--- src/rtl/npu_pkg.sv ---
// Shared constants and helpers for the MAC output path: vector/beat geometry,
// last-beat keep mask and per-beat byte selection.
package npu_pkg;

    localparam int unsigned MAC_OUT_NUM = 18;
    localparam int unsigned DATA_WIDTH  = 8;
    localparam int unsigned OUT_BYTES   = 8;
    localparam int unsigned FIFO_DEPTH  = 4;
    localparam int unsigned CNT_WIDTH   = 16;

    localparam int unsigned VEC_W      = MAC_OUT_NUM * DATA_WIDTH;
    localparam int unsigned OUT_W      = OUT_BYTES * DATA_WIDTH;
    localparam int unsigned BEATS      = (MAC_OUT_NUM + OUT_BYTES - 1) / OUT_BYTES;
    localparam int unsigned BEAT_W     = (BEATS > 1) ? $clog2(BEATS) : 1;
    localparam int unsigned PAD_W      = BEATS * OUT_W;
    localparam int unsigned LAST_BYTES = MAC_OUT_NUM - (BEATS - 1) * OUT_BYTES;
    localparam logic [OUT_BYTES-1:0] LAST_KEEP = OUT_BYTES'((64'd1 << LAST_BYTES) - 64'd1);

    localparam int unsigned FIFO_PTR_W = $clog2(FIFO_DEPTH);
    localparam int unsigned FIFO_CNT_W = FIFO_PTR_W + 1;

    // Clamp every negative int8 channel to zero.
    function automatic logic [VEC_W-1:0] relu_vec(input logic [VEC_W-1:0] v);
        logic [VEC_W-1:0] r;
        r = v;
        for (int c = 0; c < int'(MAC_OUT_NUM); c++) begin
            if (v[c*DATA_WIDTH + DATA_WIDTH - 1]) begin
                r[c*DATA_WIDTH +: DATA_WIDTH] = '0;
            end
        end
        return r;
    endfunction

    // Bytes of beat b; channels past the end of the vector read as zero.
    function automatic logic [OUT_W-1:0] beat_data(input logic [VEC_W-1:0] v,
                                                   input logic [BEAT_W-1:0] b);
        logic [PAD_W-1:0] p;
        logic [OUT_W-1:0] r;
        p = PAD_W'(v);
        r = '0;
        for (int i = 0; i < int'(BEATS); i++) begin
            if (b == BEAT_W'(i)) begin
                r = p[i*OUT_W +: OUT_W];
            end
        end
        return r;
    endfunction

    function automatic logic [OUT_BYTES-1:0] beat_keep(input logic [BEAT_W-1:0] b);
        return (b == BEAT_W'(BEATS - 1)) ? LAST_KEEP : '1;
    endfunction

endpackage

--- src/rtl/npu_vec_fifo.sv ---
// Vector FIFO with registered occupancy/full and a look-ahead view of the
// head entry as it will be after this cycle's push/pop.
module npu_vec_fifo
    import npu_pkg::*;
(
    input  logic             clk,
    input  logic             rstn,
    input  logic             push_i,
    input  logic             pop_i,
    input  logic [VEC_W-1:0] wdata_i,
    output logic [VEC_W-1:0] head_nxt_c_o,
    output logic             empty_nxt_c_o,
    output logic             full_o
);

    logic [VEC_W-1:0]      mem_q [FIFO_DEPTH];
    logic [FIFO_PTR_W-1:0] wr_q, wr_d;
    logic [FIFO_PTR_W-1:0] rd_q, rd_d;
    logic [FIFO_CNT_W-1:0] cnt_q, cnt_d;
    logic                  full_q;

    // Pointer/occupancy update; a push landing on the next head bypasses memory.
    always_comb begin
        wr_d          = wr_q + FIFO_PTR_W'(push_i);
        rd_d          = rd_q + FIFO_PTR_W'(pop_i);
        cnt_d         = cnt_q + FIFO_CNT_W'(push_i) - FIFO_CNT_W'(pop_i);
        empty_nxt_c_o = (cnt_d == '0);
        head_nxt_c_o  = (push_i && (wr_q == rd_d)) ? wdata_i : mem_q[rd_d];
    end

    always_ff @(posedge clk or negedge rstn) begin
        if (!rstn) begin
            wr_q   <= '0;
            rd_q   <= '0;
            cnt_q  <= '0;
            full_q <= 1'b0;
            for (int i = 0; i < int'(FIFO_DEPTH); i++) begin
                mem_q[i] <= '0;
            end
        end else begin
            wr_q   <= wr_d;
            rd_q   <= rd_d;
            cnt_q  <= cnt_d;
            full_q <= (cnt_d == FIFO_CNT_W'(FIFO_DEPTH));
            if (push_i) begin
                mem_q[wr_q] <= wdata_i;
            end
        end
    end

    assign full_o = full_q;

endmodule

--- src/rtl/npu_out_serializer.sv ---
// Captures MAC result vectors (optional ReLU), buffers them, and streams each
// one out as BEATS valid/ready byte beats; drops and flags vectors when full.
module npu_out_serializer
    import npu_pkg::*;
(
    input  logic                 clk,
    input  logic                 rstn,
    input  logic [VEC_W-1:0]     MAC_data_i,
    input  logic                 MAC_data_valid_i,
    input  logic                 relu_en_i,
    input  logic                 frame_start_i,
    output logic [OUT_W-1:0]     out_data_o,
    output logic [OUT_BYTES-1:0] out_keep_o,
    output logic                 out_last_o,
    output logic                 out_valid_o,
    input  logic                 out_ready_i,
    output logic                 fifo_full_o,
    output logic                 overflow_o,
    output logic [CNT_WIDTH-1:0] vec_count_o
);

    logic [BEAT_W-1:0]    beat_q, beat_d;
    logic                 valid_q, valid_d;
    logic                 last_q, last_d;
    logic [OUT_W-1:0]     data_q, data_d;
    logic [OUT_BYTES-1:0] keep_q, keep_d;
    logic                 ovf_q, ovf_d;
    logic [CNT_WIDTH-1:0] cnt_q, cnt_d;

    logic             hs, last_hs, push, drop;
    logic             fifo_full, empty_nxt;
    logic [VEC_W-1:0] wdata, head_nxt;

    assign wdata = relu_en_i ? relu_vec(MAC_data_i) : MAC_data_i;

    npu_vec_fifo u_fifo (
        .clk          (clk),
        .rstn         (rstn),
        .push_i       (push),
        .pop_i        (last_hs),
        .wdata_i      (wdata),
        .head_nxt_c_o (head_nxt),
        .empty_nxt_c_o(empty_nxt),
        .full_o       (fifo_full)
    );

    // Output beats are computed from next-cycle head/beat so every output is a flop.
    always_comb begin
        hs      = valid_q & out_ready_i;
        last_hs = hs & (beat_q == BEAT_W'(BEATS - 1));
        push    = MAC_data_valid_i & (~fifo_full | last_hs);
        drop    = MAC_data_valid_i & ~push;

        beat_d = beat_q;
        if (last_hs) begin
            beat_d = '0;
        end else if (hs) begin
            beat_d = beat_q + BEAT_W'(1);
        end

        valid_d = ~empty_nxt;
        data_d  = valid_d ? beat_data(head_nxt, beat_d) : '0;
        keep_d  = valid_d ? beat_keep(beat_d) : '0;
        last_d  = valid_d & (beat_d == BEAT_W'(BEATS - 1));

        // A same-cycle drop or completed vector wins over the frame clear.
        ovf_d = ovf_q;
        if (frame_start_i) begin
            ovf_d = 1'b0;
        end
        if (drop) begin
            ovf_d = 1'b1;
        end

        cnt_d = cnt_q;
        if (frame_start_i) begin
            cnt_d = '0;
        end
        if (last_hs && (cnt_d != '1)) begin
            cnt_d = cnt_d + CNT_WIDTH'(1);
        end
    end

    always_ff @(posedge clk or negedge rstn) begin
        if (!rstn) begin
            beat_q  <= '0;
            valid_q <= 1'b0;
            last_q  <= 1'b0;
            data_q  <= '0;
            keep_q  <= '0;
            ovf_q   <= 1'b0;
            cnt_q   <= '0;
        end else begin
            beat_q  <= beat_d;
            valid_q <= valid_d;
            last_q  <= last_d;
            data_q  <= data_d;
            keep_q  <= keep_d;
            ovf_q   <= ovf_d;
            cnt_q   <= cnt_d;
        end
    end

    assign out_data_o  = data_q;
    assign out_keep_o  = keep_q;
    assign out_last_o  = last_q;
    assign out_valid_o = valid_q;
    assign fifo_full_o = fifo_full;
    assign overflow_o  = ovf_q;
    assign vec_count_o = cnt_q;

endmodule

--- config.mk ---
export PLATFORM = sky130hd
export DESIGN_NAME = npu_out_serializer
export DESIGN_NICKNAME = d
export VERILOG_FILES = /design/src/rtl/npu_pkg.sv /design/src/rtl/npu_vec_fifo.sv /design/src/rtl/npu_out_serializer.sv
export SDC_FILE = /design/constraint.sdc
export NUM_CORES = 2
export LEC_CHECK = 0
export CORE_ASPECT_RATIO = 2
export CORE_MARGIN = 3
export CORE_UTILIZATION = 53
export DETAILED_ROUTE_END_ITERATION = 16
export HOLD_SLACK_MARGIN = 0.12
export PLACE_DENSITY = 0.87
export SLEW_MARGIN = 20
export SYNTH_ARGS = -nofsm -noshare
export SYNTH_HDL_FRONTEND = slang
export SYNTH_HIERARCHICAL = 1
export SYNTH_SLANG_ARGS = --single-unit
--- constraint.sdc ---
create_clock -name clk -period 3.7 [get_ports clk]
set_input_delay 0.74 -clock clk [delete_from_list [all_inputs] [get_ports clk]]
set_output_delay 0.74 -clock clk [all_outputs]
set_load 0.01 [all_outputs]
# == Yosys cells after proc, flatten, opt, wreduce, memory -nomap -nowiden ==
# Index checks and enable logic that the tools add are counted.
# op_classes
mux,38
eq_ne,6
bitwise_logic,11
magnitude_cmp,3
n_addsub,6
n_reduce_logical,6
# op_table
op,n
$mux 144,5
$bwmux 576,1
$bmux 144 s2,1
$demux 144 s2,1
$mux 64,4
$mux 7,18
$mux 16,2
$add 16x1->16 const B,1
$mux 8,2
$ne 16x16->1 const B,1
$ge 3x3->1 const B,2
$not 2->3,2
$and 1x1->1,5
$add 2x1->2,2
$eq 2x2->1 const B,2
$mux 2,2
$add 3x1->3,1
$eq 3x3->1 const B,1
$logic_and 1x1->1,3
$logic_not 3->1,1
$lt 3x1->1 const B,1
$not 1->1,3
$sub 3x1->3,1
$add 2x1->2 const B,1
6 further kinds,7
# totals
regBits,677
inputBits,150

# == Depth between registers and ports, before layout ==
# logic_depth
ltp_word,12
ltp_mapped,18

# == Modules after synthesis ==
# Netlist, hierarchy kept.
# by_module_without_submodules
mod,cells_per_inst,n_inst,area_per_inst_um2
npu_vec_fifo,1579,1,26731.9
npu_out_serializer,594,1,4904.7

# == Worst setup path before layout ==
# Ideal clock, no wire load.
# synth_path
path_kind,input to register
start,input port out_ready_i
end,register data_q[43] (netlist: out_data_o[43])
required_ns,3.564
cell_stages,14
n_path_buf,3
t_arrival_ns,3.526
path_slack_ns,0.038
cell_sequence,nand3_2 > a21boi_0 > ha_1 > inv_1 > fa_1 > xnor2_1 > xnor2_1 > nor3_1 > clkbuf_1 > inv_1 > nand2_1 > clkbuf_1 > clkbuf_1 > a21oi_1
# synth_via
word_cells_on_any_way,24
cone_classes,add/sub (3); eq/ne (3); mux (10); bitwise (5); reduce/logical (3)
# synth_lines
item,line,rtl
"start, declared",npu_out_serializer.sv:16,"input logic out_ready_i,"
$and 1x1->1,npu_out_serializer.sv:49,hs = valid_q & out_ready_i;
$and 1x1->1,npu_out_serializer.sv:50,last_hs = hs & (beat_q == BEAT_W'(BEATS - 1));
$or 1x1->1,npu_out_serializer.sv:51,push = MAC_data_valid_i & (~fifo_full | last_hs);
$and 1x1->1,npu_out_serializer.sv:51,
via push,npu_out_serializer.sv:30,"logic hs, last_hs, push, drop;"
$add 3x1->3,npu_vec_fifo.sv:26,cnt_d = cnt_q + FIFO_CNT_W'(push_i) - FIFO_CNT_W'(pop_i);
$sub 3x1->3,npu_vec_fifo.sv:26,
via u_fifo.cnt_d[2],npu_vec_fifo.sv:19,"logic [FIFO_CNT_W-1:0] cnt_q, cnt_d;"
$logic_not 3->1,npu_vec_fifo.sv:27,empty_nxt_c_o = (cnt_d == '0);
via empty_nxt,npu_out_serializer.sv:31,"logic fifo_full, empty_nxt;"
$mux 64,npu_out_serializer.sv:62,"data_d = valid_d ? beat_data(head_nxt, beat_d) : '0;"
via data_d[43],npu_out_serializer.sv:25,"logic [OUT_W-1:0] data_q, data_d;"
"end signal, assigned",npu_out_serializer.sv:97,data_q <= data_d;
"end, declared",npu_out_serializer.sv:25,
# The timed path passes the listed nets, and every way through them passes these cells. The select of a mux whose other input is x is not followed.
# A chain may end at the register's enable or synchronous reset.

# == Final worst setup path ==
# layout_path
start,register beat_q[0]
end,register data_q[57] (netlist: out_data_o[57])
# layout_via
word_cells_on_any_way,25
cone_classes,add/sub (4); eq/ne (4); mux (10); bitwise (4); reduce/logical (3)
# layout_lines
item,line,rtl
"start, declared",npu_out_serializer.sv:22,"logic [BEAT_W-1:0] beat_q, beat_d;"
"start signal, assigned",npu_out_serializer.sv:94,beat_q <= beat_d;
$eq 2x2->1 (*),npu_out_serializer.sv:50,
$and 1x1->1 (*),npu_out_serializer.sv:50,
via last_hs,npu_out_serializer.sv:30,
$add 2x1->2 (*),npu_vec_fifo.sv:25,rd_d = rd_q + FIFO_PTR_W'(pop_i);
via u_fifo.rd_d[0],npu_vec_fifo.sv:18,"logic [FIFO_PTR_W-1:0] rd_q, rd_d;"
$not 2->3 (not written as such),npu_vec_fifo.sv:28,head_nxt_c_o = (push_i && (wr_q == rd_d)) ? wdata_i : mem_q[rd_d];
$bmux 144 s2,npu_vec_fifo.sv:28,
$mux 144 (not written as such) (2 in series),npu_vec_fifo.sv:28,
$mux 144 (*),npu_vec_fifo.sv:28,
via head_nxt[121],npu_out_serializer.sv:32,"logic [VEC_W-1:0] wdata, head_nxt;"
$mux 64 (*) (2 in series),npu_pkg.sv:42,if (b == BEAT_W'(i)) begin
$mux 64 (*),npu_out_serializer.sv:62,
via data_d[57],npu_out_serializer.sv:25,
# The timed path passes the listed nets; every way through them passes the cells marked *. The select of a mux whose other input is x is not followed.

==> impl_metrics.yaml <==
power_and_ir_drop:
  vdd_drop_max_uv: 701
  power.combinational.fraction: 0.464
  pwr-share-clk: 0.178
  cell_internal_pwr_w: 0.0233
  p_sw_w: 0.0114
  power.density_cell_area_mw_per_mm2: 930
  power.static_leakage_nw: 16.2
  power_frac_seq: 0.358
  p_sw_frac: 0.329
floorplan:
  fp-row-count: 126
  design.portCount: 242
  die_w_um: 179
  die_height_um: 352
  fp.coreArea_sq_mm: 0.0591
  starting_density_of_the_core: 0.535
  die_ar_sq_mm: 0.0628
synthesis:
  ys_types: 43
  synth_area_leader_cell: "dfrtp_1"
  synthesis.instances: 2173
  syn-cell-area_sq_mm: 0.0316
  async_reset_ff_frac: 1.00
  yosysSeqAreaShare: 0.530
  synth_enable_flop_cells: 0
  synth_top_area_share: 0.530
  yosysWarningCount: 6
  synth.avg_cell_area_sq_um: 14.6
  synth_top_cells_by_area: "dfrtp_1 (53%), mux2_2 (26%), mux4_2 (10%)"
  ys_dominant_reg_cell: "dfrtp_1"
  number_of_synthesized_register_bits: 670
  mappedNetlistNets: 2330
run_status:
  run_status: "finished clean"
flow_run:
  max-cap-violations: 0
clock_tree:
  clockRootBuffer: "clkbuf_16"
  post_cts_buffers: 0
  clk_pin_slew_worst_paths_ns: 0.06
  cts.repair.resized: 0
  cts.path.max_buffers: 3
  tritoncts.num_buffers: 57
  clk-insertion-delay-late_ns: 0.62
  cts-hold-fix-buffers: 0
  cts.sinks: 670
  clock_tree_from_tritoncts: "built"
  h-tree-depth: 2
global_route:
  grt_util_all_layers: 0.257
  grt_pass1_vias: 22131
  grt_start_max_net_pins: 91
  wire_length_of_the_first_global_routing_pass_mm: 124
  antenna_found_initial: 6
  globalRouteOverflowTotal: 0
hold_path:
  worst_hold_path_type: "in -> async"
critical_path:
  critical_path.startpoint_type: "flop"
  crit_required_ns: 4.18
  reg2reg_from: "beat_q[0]"
  worst_r2r_path_depth: 12
  critical_path_peak_fanout: 34
  path_class: "reg -> reg"
  worstReg2RegEnd: "out_data_o[57]"
  timing.critical_path.to_type: "flop"
  worst_ep_arrival_time_ns: 3.54
  reg2reg_setup_slack_ns: 0.64
sta:
  setup_repair_after_global_routing_missed_its_margin: "no"
  worstMarginPinSlew_ns: 0.846
  slew_headroom: 0.436
  fin_clk_skew_ns: 0.0198
  worst_hold_check_slack_ns: 0.153
  hold_viol_final: 0
  fmax_ghz: 0.327
  setup_violations: 0
  slew_viol_final: 0
  fin_setup_tns_ns: 0
  layout_min_cycle_time_ns: 3.06
  post_route_fraction_of_the_period_consumed_by_the_critical_path: 0.828
placement:
  post_dp_cell_area_sq_mm: 0.0353
  port_buf_inserts: 241
  detailed_place_hpwl_mm: 52.5
  routabilityCongestion: 0.806
layout:
  synthToLayoutAreaGrowth_pct: 17.8
  layout_common_cells: "mux2_2 (729), dfrtp_1 (670), clkdlybuf4s50_1 (239)"
  final_common_cell: "mux2_2"
  final_net_count: 2550
  fill_cells: 4295
  share_of_cells_above_drive_strength_1: 0.432
  finalInstanceArea_sq_mm: 0.0373
route:
  detail_route.drc_violations: 0
  via_total_after_detailed_routing: 19349
  route.antenna.remaining_nets: 0
  vias_per_cell: 6.04
  drt_wl_total_mm: 79.5
  routed_length_per_placed_instance_um: 24.8
  drt-pass1-iter-count: 5
  drt_first_iter_violations: 1147
[how the worst max path moves through the flow]
stage,from,to,cells past startpoint
after floorplan,out_ready_i,out_data_o[43],14
after global placement,out_ready_i,out_data_o[22],15
after detailed placement,out_ready_i,out_data_o[13],11
after CTS,beat_q[0],out_data_o[57],12
after global routing,beat_q[0],out_data_o[57],12
final,beat_q[0],out_data_o[57],12
[stage by stage]
stage	util	worst slack, ns	power, W	cells
3_5_place_dp	0.598	0.180	0.0287	3102
3_3_place_gp	0.598	0.214	0.0277	3102
4_1_cts	0.630	0.621	0.0349	3204
2_1_floorplan	-	0.0377	0.0236	2173
5_1_grt	0.630	0.452	0.0365	3204
6_report	0.630	0.638	0.0347	3206
[synthesized netlist by cell type, drive strengths merged, types with 9 or more instances]
cell type,instances
nor2b,29
buf,110
a311oi,16
dfrtp,670
and2,126
nand3,9
mux2,729
inv,12
mux4,144
clkbuf,40
nand2,156
a21oi,73
nor2,10
[sequential cells by signal, summed over array words and instances, names as in the netlist]
name	flops
beat_q	2
out_data_o	64
out_keep_o	2
out_last_o	1
overflow_o	1
u_fifo/cnt_q	3
u_fifo/full_o	1
u_fifo/mem_q	576
u_fifo/rd_q	2
u_fifo/wr_q	2
vec_count_o	16
[power by group through the flow]
stage	Combinational, W	Sequential [W]	Clock (W)
3_5_place_dp	0.0162	0.0125	0
2_1_floorplan	0.0118	0.0119	0
6_report	0.0161	0.0124	0.00616
3_3_place_gp	0.0156	0.0121	0
5_1_grt	0.0173	0.0127	0.00653
4_1_cts	0.0162	0.0124	0.00627
[critical path, cell delays in order (launching register included)]
cell and delay (ns):
dfrtp_1 0.43, inv_1 0.08, ha_1 0.24, nand3_2 0.10, inv_1 0.06, buf_4 0.19, ha_4 0.30, buf_12 0.19
buf_12 0.30, mux4_2 0.54, mux2_2 0.28, nand2_1 0.11, a21oi_1 0.09
[final cells by class]
cell class	count	area, sq um	share of cell area
Multi-Input combinational cell	1341	14200	0.380
Sequential cell	670	16800	0.450
Clock inverter	24	248	0.00665
Tap cell	768	961	0.0258
Timing Repair Buffer	311	3410	0.0916
Antenna cell	2	5.00	0.000134
Inverter	12	45.0	0.00121
Clock buffer	78	1660	0.0445
[kinds of logic after synthesis]
| group | share of synthesized area |
|---|---|
| XOR/XNOR | 0.00289 |
| AO/OA/AOI/OAI | 0.0198 |
| flip-flops | 0.530 |
| AND/OR/NAND/NOR | 0.0570 |
| multiplexers | 0.362 |
| adder cells (fa/ha/maj) | 0.00301 |
| buffers and inverters | 0.0250 |
[metal layers]
layer | vias to the layer above | wire length [um] | share of wire | GRT usage
met4 | 6 | 3920 | 0.049 | 0.120
met3 | 187 | 3160 | 0.040 | 0.0317
met5 | - | 34 | 0.00043 | 0
met1 | 10293 | 29500 | 0.37 | 0.299
met2 | 526 | 42900 | 0.54 | 0.468
li1 | 8337 | - | - | -
Power figures use the tool's default switching activity.
